File: src/rtl/multi_byte_add_ctrl_pkg.sv
`default_nettype none
// +------------------------------------------------------------------+
// | multi_byte_add_ctrl_pkg                                          |
// | Shared state encoding and slice width for the serial adder.      |
// | Revision: 1.0                                                    |
// +------------------------------------------------------------------+
package multi_byte_add_ctrl_pkg;

  localparam int BYTE_W = 8;

  typedef enum logic [1:0] {
    ST_IDLE = 2'd0,
    ST_RUN  = 2'd1,
    ST_DONE = 2'd2
  } state_e;

endpackage
`default_nettype wire

File: src/rtl/multi_byte_add_ctrl_slice.sv
`default_nettype none
// +------------------------------------------------------------------+
// | multi_byte_add_ctrl_slice                                        |
// | Combinational 8-bit ripple-carry adder slice.                    |
// | Revision: 1.0                                                    |
// +------------------------------------------------------------------+
module multi_byte_add_ctrl_slice
  import multi_byte_add_ctrl_pkg::*;
(
  input  logic [BYTE_W-1:0] x,
  input  logic [BYTE_W-1:0] y,
  input  logic              cin,
  output logic [BYTE_W-1:0] s,
  output logic              cout
);

  logic ripple;

  always_comb begin
    ripple = cin;
    s      = '0;
    for (int i = 0; i < BYTE_W; i++) begin
      s[i]   = x[i] ^ y[i] ^ ripple;
      ripple = (x[i] & y[i]) | (ripple & (x[i] ^ y[i]));
    end
    cout = ripple;
  end

endmodule
`default_nettype wire

File: src/rtl/multi_byte_add_ctrl.sv
`default_nettype none
// +------------------------------------------------------------------+
// | multi_byte_add_ctrl                                              |
// | Multi-byte adder sharing one 8-bit slice, one byte per cycle.    |
// | Revision: 1.0                                                    |
// +------------------------------------------------------------------+
module multi_byte_add_ctrl
  import multi_byte_add_ctrl_pkg::*;
#(
  parameter int NBYTES = 4
)
(
  input  logic                     clk,
  input  logic                     rst,
  input  logic                     start,
  input  logic [BYTE_W*NBYTES-1:0] x,
  input  logic [BYTE_W*NBYTES-1:0] y,
  input  logic                     cin,
  output logic                     ready,
  output logic                     busy,
  output logic                     done,
  output logic [BYTE_W*NBYTES-1:0] s,
  output logic                     cout
);

  localparam int W     = BYTE_W * NBYTES;
  localparam int IDX_W = $clog2(NBYTES);
  localparam logic [IDX_W-1:0] LAST_IDX = IDX_W'(NBYTES - 1);

  state_e           state_q, state_d;
  logic [IDX_W-1:0] byte_idx_q, byte_idx_d;
  logic             carry_q, carry_d;
  logic [W-1:0]     x_q, x_d;
  logic [W-1:0]     y_q, y_d;
  logic [W-1:0]     s_q, s_d;
  logic             cout_q, cout_d;

  logic [BYTE_W-1:0] op_x;
  logic [BYTE_W-1:0] op_y;
  logic [BYTE_W-1:0] slice_s;
  logic              slice_cout;

  // Operand byte mux feeding the single shared slice
  always_comb begin
    op_x = '0;
    op_y = '0;
    for (int i = 0; i < NBYTES; i++) begin
      if (byte_idx_q == IDX_W'(i)) begin
        op_x = x_q[i*BYTE_W +: BYTE_W];
        op_y = y_q[i*BYTE_W +: BYTE_W];
      end
    end
  end

  multi_byte_add_ctrl_slice u_slice (
    .x    (op_x),
    .y    (op_y),
    .cin  (carry_q),
    .s    (slice_s),
    .cout (slice_cout)
  );

  always_comb begin
    state_d    = state_q;
    byte_idx_d = byte_idx_q;
    carry_d    = carry_q;
    x_d        = x_q;
    y_d        = y_q;
    s_d        = s_q;
    cout_d     = cout_q;

    case (state_q)
      ST_IDLE: begin
        if (start) begin
          state_d    = ST_RUN;
          x_d        = x;
          y_d        = y;
          carry_d    = cin;
          byte_idx_d = '0;
        end
      end
      ST_RUN: begin
        for (int i = 0; i < NBYTES; i++) begin
          if (byte_idx_q == IDX_W'(i)) begin
            s_d[i*BYTE_W +: BYTE_W] = slice_s;
          end
        end
        carry_d = slice_cout;
        // Index parks on the last byte rather than wrapping
        if (byte_idx_q == LAST_IDX) begin
          state_d = ST_DONE;
          cout_d  = slice_cout;
        end else begin
          byte_idx_d = byte_idx_q + IDX_W'(1);
        end
      end
      ST_DONE: begin
        state_d = ST_IDLE;
      end
      default: begin
        state_d = ST_IDLE;
      end
    endcase
  end

  always_ff @(posedge clk) begin
    if (rst) begin
      state_q    <= ST_IDLE;
      byte_idx_q <= '0;
      carry_q    <= 1'b0;
      x_q        <= '0;
      y_q        <= '0;
      s_q        <= '0;
      cout_q     <= 1'b0;
    end else begin
      state_q    <= state_d;
      byte_idx_q <= byte_idx_d;
      carry_q    <= carry_d;
      x_q        <= x_d;
      y_q        <= y_d;
      s_q        <= s_d;
      cout_q     <= cout_d;
    end
  end

  assign ready = (state_q == ST_IDLE);
  assign busy  = (state_q == ST_RUN) || (state_q == ST_DONE);
  assign done  = (state_q == ST_DONE);
  assign s     = s_q;
  assign cout  = cout_q;

endmodule
`default_nettype wire

File: config.mk
export PLATFORM = sky130hd
export DESIGN_NAME = multi_byte_add_ctrl
export DESIGN_NICKNAME = d
export VERILOG_FILES = /design/src/rtl/multi_byte_add_ctrl_pkg.sv /design/src/rtl/multi_byte_add_ctrl_slice.sv /design/src/rtl/multi_byte_add_ctrl.sv
export SDC_FILE = /design/constraint.sdc
export NUM_CORES = 1
export LEC_CHECK = 0
export CAP_MARGIN = 20
export CORE_ASPECT_RATIO = 0.6
export CORE_MARGIN = 2
export CORE_UTILIZATION = 45
export DETAILED_ROUTE_END_ITERATION = 16
export PLACE_DENSITY = 0.76
export SLEW_MARGIN = 5
export SYNTH_ARGS = -nofsm -noshare
export SYNTH_HDL_FRONTEND = slang
export SYNTH_HIERARCHICAL = 1
export SYNTH_SLANG_ARGS = --single-unit
File: constraint.sdc
create_clock -name clk -period 5.2 [get_ports clk]
set_input_delay 1.56 -clock clk [delete_from_list [all_inputs] [get_ports clk]]
set_output_delay 1.56 -clock clk [all_outputs]
set_load 0.05 [all_outputs]
==> metrics.cfg, run 1 <==
[setup_path]
r2r_end = s[15]
critPathTopFamily = adder cells
crit_path_end_kind = flip-flop
cp_common_cell = fa_1
path_cells = inv_1 -> ha_2 -> a21oi_1 -> o21ai_0 -> a22o_1 -> fa_1 -> inv_1 -> fa_1 -> inv_1 -> fa_1 -> fa_1 -> fa_1 -> fa_1 -> fa_1 -> inv_1 -> fa_1 -> inv_1 -> nand3_1 -> a21oi_1
cp-start-kind = flip-flop
critPathBufInv = 5
crit_required_ps = 5480
arrival_ps = 5110
path_max_fanout = 14
reg2reg_from = byte_idx_q[0]
crit_slowest_cell = fa_1
max_stage_delay_ps = 440
rrSetupSlack_ps = 370
reg2reg_depth = 19
critical_path_class = flip-flop to flip-flop

[floorplanning]
die_w_um = 138
fp.coreArea_um2 = 10500
initial_core_util = 0.459
dieHeight_um = 84.1
die_area_um2 = 11600
ios = 104
rows = 29

[timing]
worst-slew-pin-transition_ps = 706
finalCriticalPeriod_ps = 4830
setup_viol = 0
tns_ps = 0
slew_headroom = 0.528
fin_worst_skew_ps = 7.51
post-route-period-util = 0.929
maxSlewViolCount = 0
rsz0062_at_grt = false
max_freq_mhz = 207
finalHoldViolCount = 0

[global_routing]
grt_max_degree = 65
grtUsageTotal = 0.232
antenna_found_initial = 0
grt_pass1_wl_um = 20900
grt_pass1_vias = 4164
overflow = 0

[clock_network]
htreeDepth = 3
cts_root_buffer = clkbuf_16
postCtsSetupRepairBufs = 0
clock-sinks = 102
insertion_delay_ps = 350
numCtsBuffers = 9
cts_tree = yes
clk_pin_slew_ps = 60
cts_buffer_depth = 2

[route]
wl_per_cell_um = 15.5
drtAntennaViolNets = 0
via_per_inst = 5.20
first_pass_iters = 5
drt_wl_total_um = 12700
first_iter_violations = 392
vias = 4255
route.detailed.drc = 0

[logic_synthesis]
synth.ff_latch_count = 102
yosys-top-cells-area = dfxtp_1 42%, nand2_1 14%, a21oi_2 9.6%
seq_area_frac_synth = 0.424
yosysWarnings = 6
yosys.area.top_type = dfxtp_1
synth_edf_count = 0
synthFlopType = dfxtp_1
synth_top_area_frac = 0.424
syn_inst = 596
synth.distinct_cells = 33
synthesis.nets = 679
synthArstFlopShare = 0
syn_area_um2 = 4810
avgSynthCellArea_um2 = 8.08

[finish]
fill_cells = 943
drive_gt1_frac = 0.140
layout_common_cells = 181 x nand2_1, 102 x dfxtp_1, 102 x clkdlybuf4s50_1
diodes = 0
final_core_util = 0.583
areaGrowthSynthToFinish_pct = 27.1
nets = 758
mostFrequentLayoutCell = nand2_1

[power_and_ir_drop]
p_total_mw = 1.86
powerDensity_nw_per_um2 = 304
leakagePower_nw = 2.15
ir_worst_vdd_uv = 174

[place]
portBuffers = 103
routabilityCongestion = 0.903
dp_hpwl_um = 9340

[job]
drv_cap = 0

[outcome]
outcome = finished clean

[worst_hold_path]
hp-class = flip-flop to flip-flop
min_to = s[1]
holdCritStartpoint = s[1]
holdPathStages = 2

area by class of cell:
class,count,area (µm²),share of cell area
flip-flops and latches,102,2040,0.334
clock inverters,3,43.8,0.00716
multi-input cells,416,2350,0.384
inverters,32,120,0.0196
well taps,139,174,0.0284
clock buffers,12,256,0.0419
repair buffers,114,1130,0.185
report_power, final:
group          switching (mW)  total [mW]  internal [mW]  leakage (nW)
Clock                   0.287       0.684          0.397         0.149
Sequential             0.0283       0.850          0.822         0.833
Combinational           0.192       0.326          0.133          1.17
stage by stage:
stage	hold WS, ps	cell area [µm²]	instances	worst slack [ps]
3_3_place_gp	445	5780	802	486
5_1_grt	474	6120	818	64.6
2_1_floorplan	437	4810	596	588
4_1_cts	456	6110	818	240
3_5_place_dp	447	5810	803	282
6_report	454	6120	818	369
worst register-to-register path, cell delays in order (launching register included):
cell	delay, ps
dfxtp_1	430
inv_1	100
ha_2	280
a21oi_1	130
o21ai_0	90
a22o_1	220
fa_1	440
inv_1	90
fa_1	160
inv_1	50
fa_1	370
fa_1	390
fa_1	390
fa_1	400
fa_1	390
inv_1	80
fa_1	410
inv_1	120
nand3_1	70
a21oi_1	140
synth_stat cells, types with 2 or more instances:
cell type,n
a21oi_2,53
nor3_1,2
fa_1,8
nor3b_1,2
clkbuf_1,10
a22o_1,16
ha_1,7
nand2_2,10
buf_12,4
buf_8,3
inv_1,32
buf_2,28
nand2_1,182
o21ai_0,18
nand3_1,24
dfxtp_1,102
a21oi_1,79
logic make-up after synthesis:
kind of cell | count (synthesis) | share of synthesized area
simple gates | 230 | 0.200
compound gates | 171 | 0.235
buf+inv | 78 | 0.0894
fa+ha+maj | 15 | 0.0515
flops | 102 | 0.424
worst max-delay path by stage:
| stage | startpoint | end | slack, ps | depth (start not counted) |
|---|---|---|---|---|
| 5_1_grt | byte_idx_q[0] | s[23] | 60 | 19 |
| 6_report | byte_idx_q[0] | s[15] | 370 | 19 |
| 2_1_floorplan | byte_idx_q[0] | s[15] | 590 | 21 |
| 4_1_cts | byte_idx_q[0] | s[15] | 240 | 19 |
| 3_5_place_dp | byte_idx_q[0] | s[15] | 280 | 19 |
| 3_3_place_gp | byte_idx_q[0] | s[7] | 490 | 19 |
registers in the layout, summed over array words and instances (netlist names):
name        count
x_q            32
carry_q         1
cout            1
byte_idx_q      2
s              32
y_q            32
state_q         2
metal layers:
layer  vias up  wire length [µm]  track usage
met5         -                 0            0
met4         0               170       0.0712
met2       169              5220        0.328
met3        16              1040       0.0656
li1       2113                 -            -
met1      1957              6270        0.341
repair_timing:
| action | CTS | global route |
|---|---|---|
| setup endpoints to repair | 0 | 4 |
| hold buffers | 0 | 0 |
| resized for setup | 0 | 2 |
(Power assumes the default switching activity.)
==> run 2, diff against run 1 <==
--- a/config.mk
+++ b/config.mk
@@ -5,12 +5,13 @@
 export SDC_FILE = /design/constraint.sdc
 export NUM_CORES = 1
 export LEC_CHECK = 0
+export ABC_AREA = 1
 export CAP_MARGIN = 20
 export CORE_ASPECT_RATIO = 0.6
-export CORE_MARGIN = 2
 export CORE_UTILIZATION = 45
 export DETAILED_ROUTE_END_ITERATION = 16
-export PLACE_DENSITY = 0.76
+export GPL_ROUTABILITY_DRIVEN = 0
+export PLACE_DENSITY = 0.77
 export SLEW_MARGIN = 5
 export SYNTH_ARGS = -nofsm -noshare
 export SYNTH_HDL_FRONTEND = slang
==> run 2 against run 1 <==
Effect of this change:
- clock-buffer cell count shrank 1
- clock power grew 13%
- setup slack gained 25 ps
- sequential cell count is the same
- design area shrank 4.5%
- area after synthesis shrank 6.7%
- sequential share of layout area grew 1.6 points
- total power grew 8.9%
- synthesized cell count grew 0.84%
- non-clock buffer count shrank 4
- critical path depth grew 1
- hold slack gained 14 ps
- largest power group unchanged
==> metrics.cfg, run 2 <==
[logic_synthesis]
seq_area_frac_synth = 0.454
synthArstFlopShare = 0
synth_most_common_cell = nor2_1
synth_top_area_frac = 0.454
yosys-top-cells-area = dfxtp_1 45%, nor2_1 16%, o21ai_0 11%
yosys.area.top_type = dfxtp_1
synthesis.nets = 684
syn_inst = 601
synth.ff_latch_count = 102
yosysWarnings = 6
synthFlopType = dfxtp_1
avgSynthCellArea_um2 = 7.48
synth_edf_count = 0
synth_common_cells = 192 x nor2_1, 103 x o21ai_0, 102 x dfxtp_1
syn_area_um2 = 4490
synth.distinct_cells = 22

[timing]
max_freq_mhz = 208
fin_hold_ws_ps = 467
worst-slew-pin-transition_ps = 549
slew_headroom = 0.634
fin_ws_ps = 394
post-route-period-util = 0.924
rsz0062_at_grt = false
fin_worst_skew_ps = 6.34
finalCriticalPeriod_ps = 4810
tns_ps = 0
setup_viol = 0
finalHoldViolCount = 0
maxSlewViolCount = 0

[power_and_ir_drop]
p_switching_uw = 553
powerDensity_nw_per_um2 = 347
power.internal_mw = 1.47
power_frac_clock = 0.381
ir_worst_vdd_uv = 207
switching_share = 0.273
leakagePower_nw = 2.42
power_frac_comb = 0.187
p_total_mw = 2.02
seq_power_share = 0.432

[floorplanning]
initial_core_util = 0.477
fp.coreArea_um2 = 9430
die_area_um2 = 10400
rows = 27
die_w_um = 131
dieHeight_um = 79.4
ios = 104

[clock_network]
cts_tree = yes
htreeDepth = 3
numCtsBuffers = 9
cts_buffer_depth = 2
cts_root_buffer = clkbuf_16
insertion_delay_ps = 350
clk_pin_slew_ps = 70
postCtsSetupRepairBufs = 0
clock-sinks = 102

[setup_path]
critical_path_class = flip-flop to flip-flop
cp-start-kind = flip-flop
arrival_ps = 5090
path_max_fanout = 16
crit_required_ps = 5490
crit_path_end_kind = flip-flop

[route]
vias = 4234
route.detailed.drc = 0
first_iter_violations = 382
drtAntennaViolNets = 0
wl_per_cell_um = 15.0
via_per_inst = 5.16
drt_wl_total_um = 12300
first_pass_iters = 8

[outcome]
outcome = finished clean

[finish]
nets = 769
diodes = 0
fill_cells = 800
multi_input_area_um2 = 2070
fin_cells = 821
drive_gt1_frac = 0.0478
layout_common_cells = 192 x nor2_1, 103 x o21ai_0, 103 x clkdlybuf4s50_1
mostFrequentLayoutCell = nor2_1
regArea_um2 = 2040
areaGrowthSynthToFinish_pct = 30.0

[place]
dp_hpwl_um = 8910
dp_cells = 804
place_ws_ps = 244
portBuffers = 103

[global_routing]
antenna_found_initial = 0
overflow = 0
grt_pass1_wl_um = 19700
grt_pass1_vias = 4025
grtUsageTotal = 0.250
grt_max_degree = 99

[job]
drv_cap = 0

[worst_hold_path]
hp-class = flip-flop to flip-flop

[run 2: worst paths after layout]
| path | from | endpoint | slack, ps | cells past startpoint |
|---|---|---|---|---|
| max | byte_idx_q[0] | s[23] | 390 | 20 |
| min | x_q[9] | x_q[9] | 470 | 2 |
| max reg2reg | byte_idx_q[0] | s[23] | 390 | 20 |
| min reg2reg | x_q[9] | x_q[9] | 470 | 2 |
[run 2: through the flow]
stage,utilization,area [µm²]
floorplan,-,4490
global placement,0.581,5470
detailed placement,0.581,5470
CTS,0.618,5820
global route,0.620,5840
finish,0.620,5840
[run 2: cell type report]
| class | instances | area share |
|---|---|---|
| multi-input cells | 432 | 0.355 |
| flip-flops and latches | 102 | 0.349 |
| repair buffers | 110 | 0.188 |
| clock buffers | 11 | 0.0415 |
| well taps | 130 | 0.0278 |
| inverters | 31 | 0.0206 |
| clock inverters | 5 | 0.0182 |
[run 2: cells by family (layout without fill, tap and decap cells)]
kind of cell	count (synthesis)	count (layout)	synth area share
AO/OA/AOI/OAI	150	150	0.174
adder cells (fa/ha/maj)	15	15	0.0551
buffers and inverters	67	157	0.0847
flip-flops	102	102	0.454
AND/OR/NAND/NOR	267	267	0.232
[run 2: metal layers]
metal  track usage  share of wire
met4        0.0621          0.012
met1         0.350           0.47
met3        0.0684          0.089
met5             0              0
met2         0.379           0.43
[run 2: power by group through the flow]
| stage | logic, mW | clock network, mW | registers [mW] |
|---|---|---|---|
| final | 0.378 | 0.772 | 0.875 |
| after global placement | 0.356 | 0 | 0.889 |
| after global routing | 0.414 | 0.808 | 0.880 |
| after detailed placement | 0.367 | 0 | 0.890 |
| after CTS | 0.372 | 0.777 | 0.874 |
| after floorplan | 0.212 | 0 | 0.906 |
[run 2: critical path, stage by stage, from the launching register on]
cell     delay [ps]
dfxtp_1         330
inv_1           130
ha_2            330
inv_2           160
o21ai_0         200
a21o_1          100
nand2_1          70
fa_1            430
inv_1            80
fa_1            160
inv_1            50
fa_1            370
fa_1            400
fa_1            400
fa_1            390
fa_1            370
inv_1            80
fa_1            400
inv_1           100
o21ai_0          90
nor2_1          100
[run 2: timing repair]
item | in CTS | in global routing
gates resized for setup | 0 | 1
setup endpoints to repair | 0 | 4
hold buffers | 0 | 0
